<file path="src/rtl/detect2600_scan.sv">
// Replays a freshly loaded 2600 ROM image into the bankswitch detector and latches
// its verdict (bankswitch code + Superchip flag) for the cart mapper.
module detect2600_scan #(
  parameter int unsigned DRAIN = 4
) (
  input  logic        clk,
  input  logic        reset,
  input  logic        start,
  input  logic [13:0] scan_len,
  input  logic [3:0]  ext_bs,
  output logic        mem_req,
  output logic [12:0] mem_addr,
  input  logic        mem_ack,
  input  logic [7:0]  mem_data,
  output logic [12:0] det_addr,
  output logic [7:0]  det_data,
  output logic        det_enable,
  input  logic [3:0]  det_force_bs,
  input  logic        det_sc,
  output logic        busy,
  output logic        done,
  output logic [3:0]  bs_out,
  output logic        sc_out
);

  localparam logic [13:0] MaxLen    = 14'd8192;
  localparam logic [3:0]  DrainLast = 4'(DRAIN - 1);

  typedef enum logic [2:0] {
    StIdle,
    StFetch,
    StFeed,
    StFlush,
    StDrain,
    StLatch,
    StDone
  } state_e;

  state_e      state_q, state_d;
  logic [13:0] len_q, len_d;
  logic [12:0] cnt_q, cnt_d;
  logic [3:0]  drain_q, drain_d;
  logic [12:0] det_addr_q, det_addr_d;
  logic [7:0]  det_data_q, det_data_d;
  logic [3:0]  bs_q, bs_d;
  logic        sc_q, sc_d;

  logic [13:0] eff_len;
  logic        last_byte;

  assign eff_len   = (scan_len > MaxLen) ? MaxLen : scan_len;
  assign last_byte = ({1'b0, cnt_q} == (len_q - 14'd1));

  // State register
  always_ff @(posedge clk) begin
    if (reset) begin
      state_q <= StIdle;
    end else begin
      state_q <= state_d;
    end
  end

  // Next-state logic
  always_comb begin
    state_d = state_q;
    case (state_q)
      StIdle: begin
        if (start) begin
          state_d = (eff_len == 14'd0) ? StLatch : StFetch;
        end
      end
      StFetch: begin
        if (mem_ack) begin
          state_d = StFeed;
        end
      end
      StFeed:  state_d = last_byte ? StFlush : StFetch;
      StFlush: state_d = StDrain;
      StDrain: begin
        if (drain_q == DrainLast) begin
          state_d = StLatch;
        end
      end
      StLatch: state_d = StDone;
      StDone:  state_d = StIdle;
      default: state_d = StIdle;
    endcase
  end

  // Outputs decoded from state
  always_comb begin
    mem_req    = (state_q == StFetch);
    det_enable = (state_q == StFeed) || (state_q == StFlush);
    busy       = (state_q != StIdle);
    done       = (state_q == StDone);
  end

  // Datapath next-state; detector address/data only move on the edge entering a strobe
  always_comb begin
    len_d      = len_q;
    cnt_d      = cnt_q;
    drain_d    = drain_q;
    det_addr_d = det_addr_q;
    det_data_d = det_data_q;
    bs_d       = bs_q;
    sc_d       = sc_q;
    case (state_q)
      StIdle: begin
        if (start) begin
          len_d = eff_len;
          cnt_d = 13'd0;
        end
      end
      StFetch: begin
        if (mem_ack) begin
          det_addr_d = cnt_q;
          det_data_d = mem_data;
        end
      end
      StFeed: begin
        if (last_byte) begin
          // Trailing beat makes the detector evaluate the final bytes it saw
          det_addr_d = 13'h1FFF;
          det_data_d = 8'h00;
        end else begin
          cnt_d = cnt_q + 13'd1;
        end
      end
      StFlush: drain_d = 4'd0;
      StDrain: drain_d = drain_q + 4'd1;
      StLatch: begin
        bs_d = (ext_bs != 4'd0) ? ext_bs : det_force_bs;
        sc_d = (len_q != 14'd0) && det_sc;
      end
      default: ;
    endcase
  end

  always_ff @(posedge clk) begin
    if (reset) begin
      len_q      <= 14'd0;
      cnt_q      <= 13'd0;
      drain_q    <= 4'd0;
      det_addr_q <= 13'd0;
      det_data_q <= 8'd0;
      bs_q       <= 4'd0;
      sc_q       <= 1'b0;
    end else begin
      len_q      <= len_d;
      cnt_q      <= cnt_d;
      drain_q    <= drain_d;
      det_addr_q <= det_addr_d;
      det_data_q <= det_data_d;
      bs_q       <= bs_d;
      sc_q       <= sc_d;
    end
  end

  assign mem_addr = cnt_q;
  assign det_addr = det_addr_q;
  assign det_data = det_data_q;
  assign bs_out   = bs_q;
  assign sc_out   = sc_q;

endmodule

</file>
<file path="config.mk">
export PLATFORM = sky130hd
export DESIGN_NAME = detect2600_scan
export DESIGN_NICKNAME = d
export VERILOG_FILES = /design/src/rtl/detect2600_scan.sv
export SDC_FILE = /design/constraint.sdc
export NUM_CORES = 1
export LEC_CHECK = 0
export CAP_MARGIN = 30
export CORE_ASPECT_RATIO = 1.2
export CORE_MARGIN = 2
export CORE_UTILIZATION = 49
export CTS_CLUSTER_SIZE = 16
export DETAILED_ROUTE_END_ITERATION = 8
export PLACE_DENSITY = 0.8
export SYNTH_ARGS = -nofsm -noshare
export SYNTH_HDL_FRONTEND = slang
export SYNTH_SLANG_ARGS = --single-unit
</file>
<file path="constraint.sdc">
create_clock -name clk -period 3.9 [get_ports clk]
set_input_delay 1.17 -clock clk [delete_from_list [all_inputs] [get_ports clk]]
set_output_delay 1.17 -clock clk [all_outputs]
set_load 0.01 [all_outputs]
</file>
### After elaboration in Yosys (flattened, before gate mapping)

Index checks and enable logic that the tools add are counted.

| word-level totals | value |
|---|---|
| bits in registers | 60 |
| input port bits | 35 |
| logic and storage cells | 57 |

| cells by class | value |
|---|---|
| add/sub/neg operators | 3 |
| $lt $le $gt $ge | 1 |
| equality and inequality tests | 13 |
| multiplexer cells | 18 |
| reduce and logical (&&, ||, !) cells | 14 |

Operators by type and width:

| operator | count |
|---|---|
| 2-to-1 mux 13 bit | 4 |
| one-hot mux 13 bit (2 select lines) | 2 |
| one-hot mux 3 bit (6 select lines) | 1 |
| 2-to-1 mux 8 bit | 2 |
| one-hot mux 8 bit (2 select lines) | 1 |
| equality test 13 x 14 -> 1 bit | 1 |
| > comparator 14 bit (second input constant) | 1 |
| zero test 14 bit | 1 |
| 2-to-1 mux 14 bit | 1 |
| nonzero test 14 bit | 1 |
| subtractor 14 x 1 -> 14 bit (second input constant) | 1 |
| adder 13 x 1 -> 13 bit (second input constant) | 1 |
| 2-to-1 mux 3 bit | 4 |
| equality test 3 bit (second input constant) | 3 |
| AND reduction 3 bit | 3 |
| != test 2 bit (second input constant) | 4 |
| one-hot mux 4 bit (2 select lines) | 1 |
| equality test 3 x 2 -> 1 bit (second input constant) | 2 |
| nonzero test 2 bit | 3 |
| adder 4 x 1 -> 4 bit (second input constant) | 1 |
| equality test 4 x 2 -> 1 bit (second input constant) | 1 |
| 2-to-1 mux 4 bit | 1 |
| nonzero test 4 bit | 1 |
| equality test 3 x 1 -> 1 bit (second input constant) | 1 |
| 7 further kinds | 7 |

### Logic depth before layout (Yosys ltp)

| logic depth | value |
|---|---|
| depth after elaboration | 6 |
| depth in mapped cells | 11 |
| mapped depth without buffers | 10 |

### Worst setup path after synthesis

OpenSTA, ideal clock, no wires.

| path | value |
|---|---|
| path type | reg2reg |
| start | reg len_q[2] |
| end | reg det_data_q[1], in the netlist det_data[1] |
| arrival | 2679 ps |
| required time | 3768 ps |
| setup slack | 1089 ps |
| stages on the path, launching flop included | 12 |
| clock period less this slack | 2811 ps |
| path through | dfxtp_1 > buf_6 > or4_1 > buf_2 > o41ai_2 > o21ai_1 > or4_4 > nor3_4 > nand2_2 > buf_6 > nand3_1 > a21oi_1 |

| on the way | value |
|---|---|
| longest elaborated chain between the ends | 4 |

Ends and longest elaborated chain:

| element | RTL line | text |
|---|---|---|
| start: declaration | 40 | `logic [13:0] len_q, len_d;` |
| start signal: assignment | 149 | `len_q <= len_d;` |
| subtractor 14 x 1 -> 14 bit | 52 | `assign last_byte = ({1'b0, cnt_q} == (len_q - 14'd1));` |
| equality test 13 x 14 -> 1 bit | 52 |  |
| != test 2 bit (no source line) | n/a |  |
| AND reduction 3 bit (no source line) | n/a |  |
| end signal: assignment | 153 | `det_data_q <= det_data_d;` |
| end: declaration | 44 | `logic [7:0] det_data_q, det_data_d;` |

Every way passes these cells.
A chain may end at the register's enable or synchronous reset.

### Final worst setup path

| path | value |
|---|---|
| start | reg len_q[2] |
| end | reg det_data_q[6], in the netlist det_data[6] |

Same word-level chain as after synthesis.

==> results.yml <==
timing:
  fmax_mhz: 305.5
  fin_ws_ns: 0.6263
  setup-tns-final_ns: 0
  relSlewSlack_pct: 41.46
  min_period_over_period_pct: 83.94
  finalMaxSlewViolations: 0
  skew_ns: 0.005089
  period_minus_slack_ns: 3.274
  finalHoldViolations: 0
  setup_viol: 0
  rsz0062_at_grt: "false"
  worstMarginPinSlew_ns: 0.8781
logic_synthesis:
  netlist_area_sq_um: 3078
  synth_fp_nets: 414
  synth_cells: 376
  async_flop_share_pct: 0
  ys_warn_count: 0
  synth_ff_type: "dfxtp_1"
  synthDistinctLibCells: 53
  seq_area_frac_synth_pct: 39.02
  syn_area_per_cell_sq_um: 8.186
  synth_edf_count: 0
  ys_ff_latch: 60
layout:
  nets: 480
  syn_to_final_growth_pct: 32.03
  drive_gt1_share_pct: 8.501
  antenna_cells: 0
outcome:
  status: "finished, final reports clean"
grt:
  track_usage_pct: 23.27
  antenna_found_initial: 0
  grt_max_degree: 43
  grt_pass1_vias: 2814
  grt_pass1_wl_microns: 13140
  grt-ovfl-total: 0
power_and_ir_drop:
  p_leak_uw: 0.001475
  power_density_nw_per_um2: 386.5
  ir_worst_vdd_mv: 0.2290
clock_tree:
  cts_made_buffers: 9
  clk_pin_slew_worst_paths_ns: 0.06
  cts_sinks: 60
  htree_levels: 3
  cts_resized: 0
  insertion_delay_ns: 0.34
  cts-root-buf: "clkbuf_8"
  cts_max_path_buffers: 2
  post-cts-setup-buffers: 0
  cts_hold_buffers: 0
  cts_tree: "done"
worst_setup_path:
  critPathKind: "reg2reg"
  path_max_fanout: 22
  required_ns: 4.08
  start_kind: "flop"
  end_kind: "flop"
  cp.arrival_ns: 3.45
detailed_routing:
  wirelength_microns: 7711
  detail_route.wl_per_cell_microns: 14.58
  drtIter0Drc: 174
  route.detailed.drc: 0
  vias: 2977
  viasPerCell: 5.628
  first_pass_iters: 4
  postRouteAntennaNets: 0
placed_design:
  place_worst_setup_slack_ns: 0.6406
  port_buffers: 77
  place_congestion: 0.8723
  hpwl_microns: 5583
floorplanning:
  die_y_microns: 90.82
  core-area_sq_um: 6051
  initial_utilization_pct: 50.87
  io_pins: 78
  die_w_microns: 76.35
  dieArea_sq_um: 6934
  row_count: 31
flow_run:
  max_cap_viol_count: 0
min_path:
  hold_class: "reg2reg"
## critical path, stage by stage (launching register included)
cell     delay [ns]
dfxtp_1        0.38
or4_1          0.69
o41ai_2        0.32
o21ai_1        0.10
or4_4          0.58
nor3_4         0.34
nand2_2        0.40
nand3_1        0.22
a21oi_1        0.09
## stage by stage
| step | utilization, % | cell area (sq um) | instances | total power, uW | hold WS, ns |
|---|---|---|---|---|---|
| after floorplan | - | 3078 | 376 | 851.3 | 0.4564 |
| after global placement | 63.56 | 3846 | 513 | 956.0 | 0.4527 |
| after detailed placement | 63.56 | 3846 | 513 | 962.0 | 0.4577 |
| after CTS | 67.16 | 4064 | 529 | 1577 | 0.4737 |
| after global routing | 67.16 | 4064 | 529 | 1645 | 0.4866 |
| final | 67.16 | 4064 | 529 | 1571 | 0.4732 |
## synthesized netlist by cell type (all sizes together), types with 3 or more instances
cell type / count / area share, %
nor2: 63 / 7.8
dfxtp: 60 / 39
nand2: 40 / 5.0
a21oi: 22 / 3.6
a211oi: 19 / 6.7
clkbuf: 17 / 2.1
nor3: 17 / 3.1
xnor2: 17 / 4.8
nand3: 15 / 2.4
nor4: 10 / 2.5
o21ai: 10 / 1.6
a22o: 9 / 2.6
buf: 7 / 1.7
inv: 7 / 0.85
or4: 7 / 1.8
nand2b: 6 / 1.2
xor2: 5 / 1.4
and3: 4 / 0.81
or3: 4 / 0.81
a31oi: 3 / 0.61
ha: 3 / 1.2
nand4: 3 / 0.61
## logic make-up after synthesis
logic type                 share of synthesized area [%]
AOI/OAI and AO/OA                                  20.04
buffers and inverters                              4.594
muxes                                             0.6504
DFF                                                39.02
and+or+nand+nor                                    28.21
xor gates and xnor gates                           6.260
adders and majority gates                          1.220
## metal layers
metal	global-route usage, %	vias to the layer above	part of all wire [%]
li1	-	1478	-
met1	28.15	1392	42
met2	39.60	92	50
met3	4.700	15	5.5
met4	10.61	0	2.1
met5	0	-	0
## state kept, by name, indices dropped and copies added, names as in the netlist
register,flops
mem_addr,13
det_data,8
len_q,14
det_addr,13
drain_q,4
state_q,3
sc_out,1
bs_out,4
## final cells by class
type	count	area (sq um)
Sequential cell	60	1201
Clock buffer	12	145.1
Inverter	7	26.28
Timing Repair Buffer	79	780.7
Clock inverter	4	72.57
Tap cell	82	102.6
Multi-Input combinational cell	285	1735
Fill cell	526	1987
## final timing paths
path                             startpoint     endpoint  slack, ns  cells past startpoint
worst max-delay path               len_q[2]  det_data[6]       0.63                      8
worst min register to register  det_data[2]  det_data[2]       0.47                      2
worst min-delay path            det_data[2]  det_data[2]       0.47                      2
worst max register to register     len_q[2]  det_data[6]       0.63                      8
## cell usage in the layout (no fill, tap or decap), types with 2 or more instances in the layout
cell / instances
nand4_1: 3
buf_4: 2
a31oi_1: 3
o21ai_0: 9
nor4_1: 9
clkbuf_1: 2
or3_1: 4
inv_1: 7
a211oi_2: 13
o211ai_1: 2
clkbuf_8: 10
xnor2_1: 17
nand2b_1: 6
a31o_1: 2
nand2_1: 39
a22o_1: 9
nor3_1: 16
and3_1: 4
bufinv_16: 2
or4_1: 6
clkdlybuf4s50_1: 76
a41o_1: 2
ha_1: 3
dfxtp_1: 60
a211oi_1: 6
a21oi_1: 22
mux2i_1: 2
xor2_1: 5
o22ai_1: 2
nor2_1: 62
a2111oi_0: 2
nand3_1: 15
## where the power goes
| group | internal [uW] | switching (uW) | total, uW | leakage, uW |
|---|---|---|---|---|
| combinational | 136 | 147 | 284 | 0.000881 |
| clock | 377 | 244 | 621 | 0.000107 |
| sequential | 640 | 26.7 | 666 | 0.000487 |
| total | 1150 | 418 | 1570 | 0.00147 |
No activity file was read; power rests on OpenSTA's default activity.
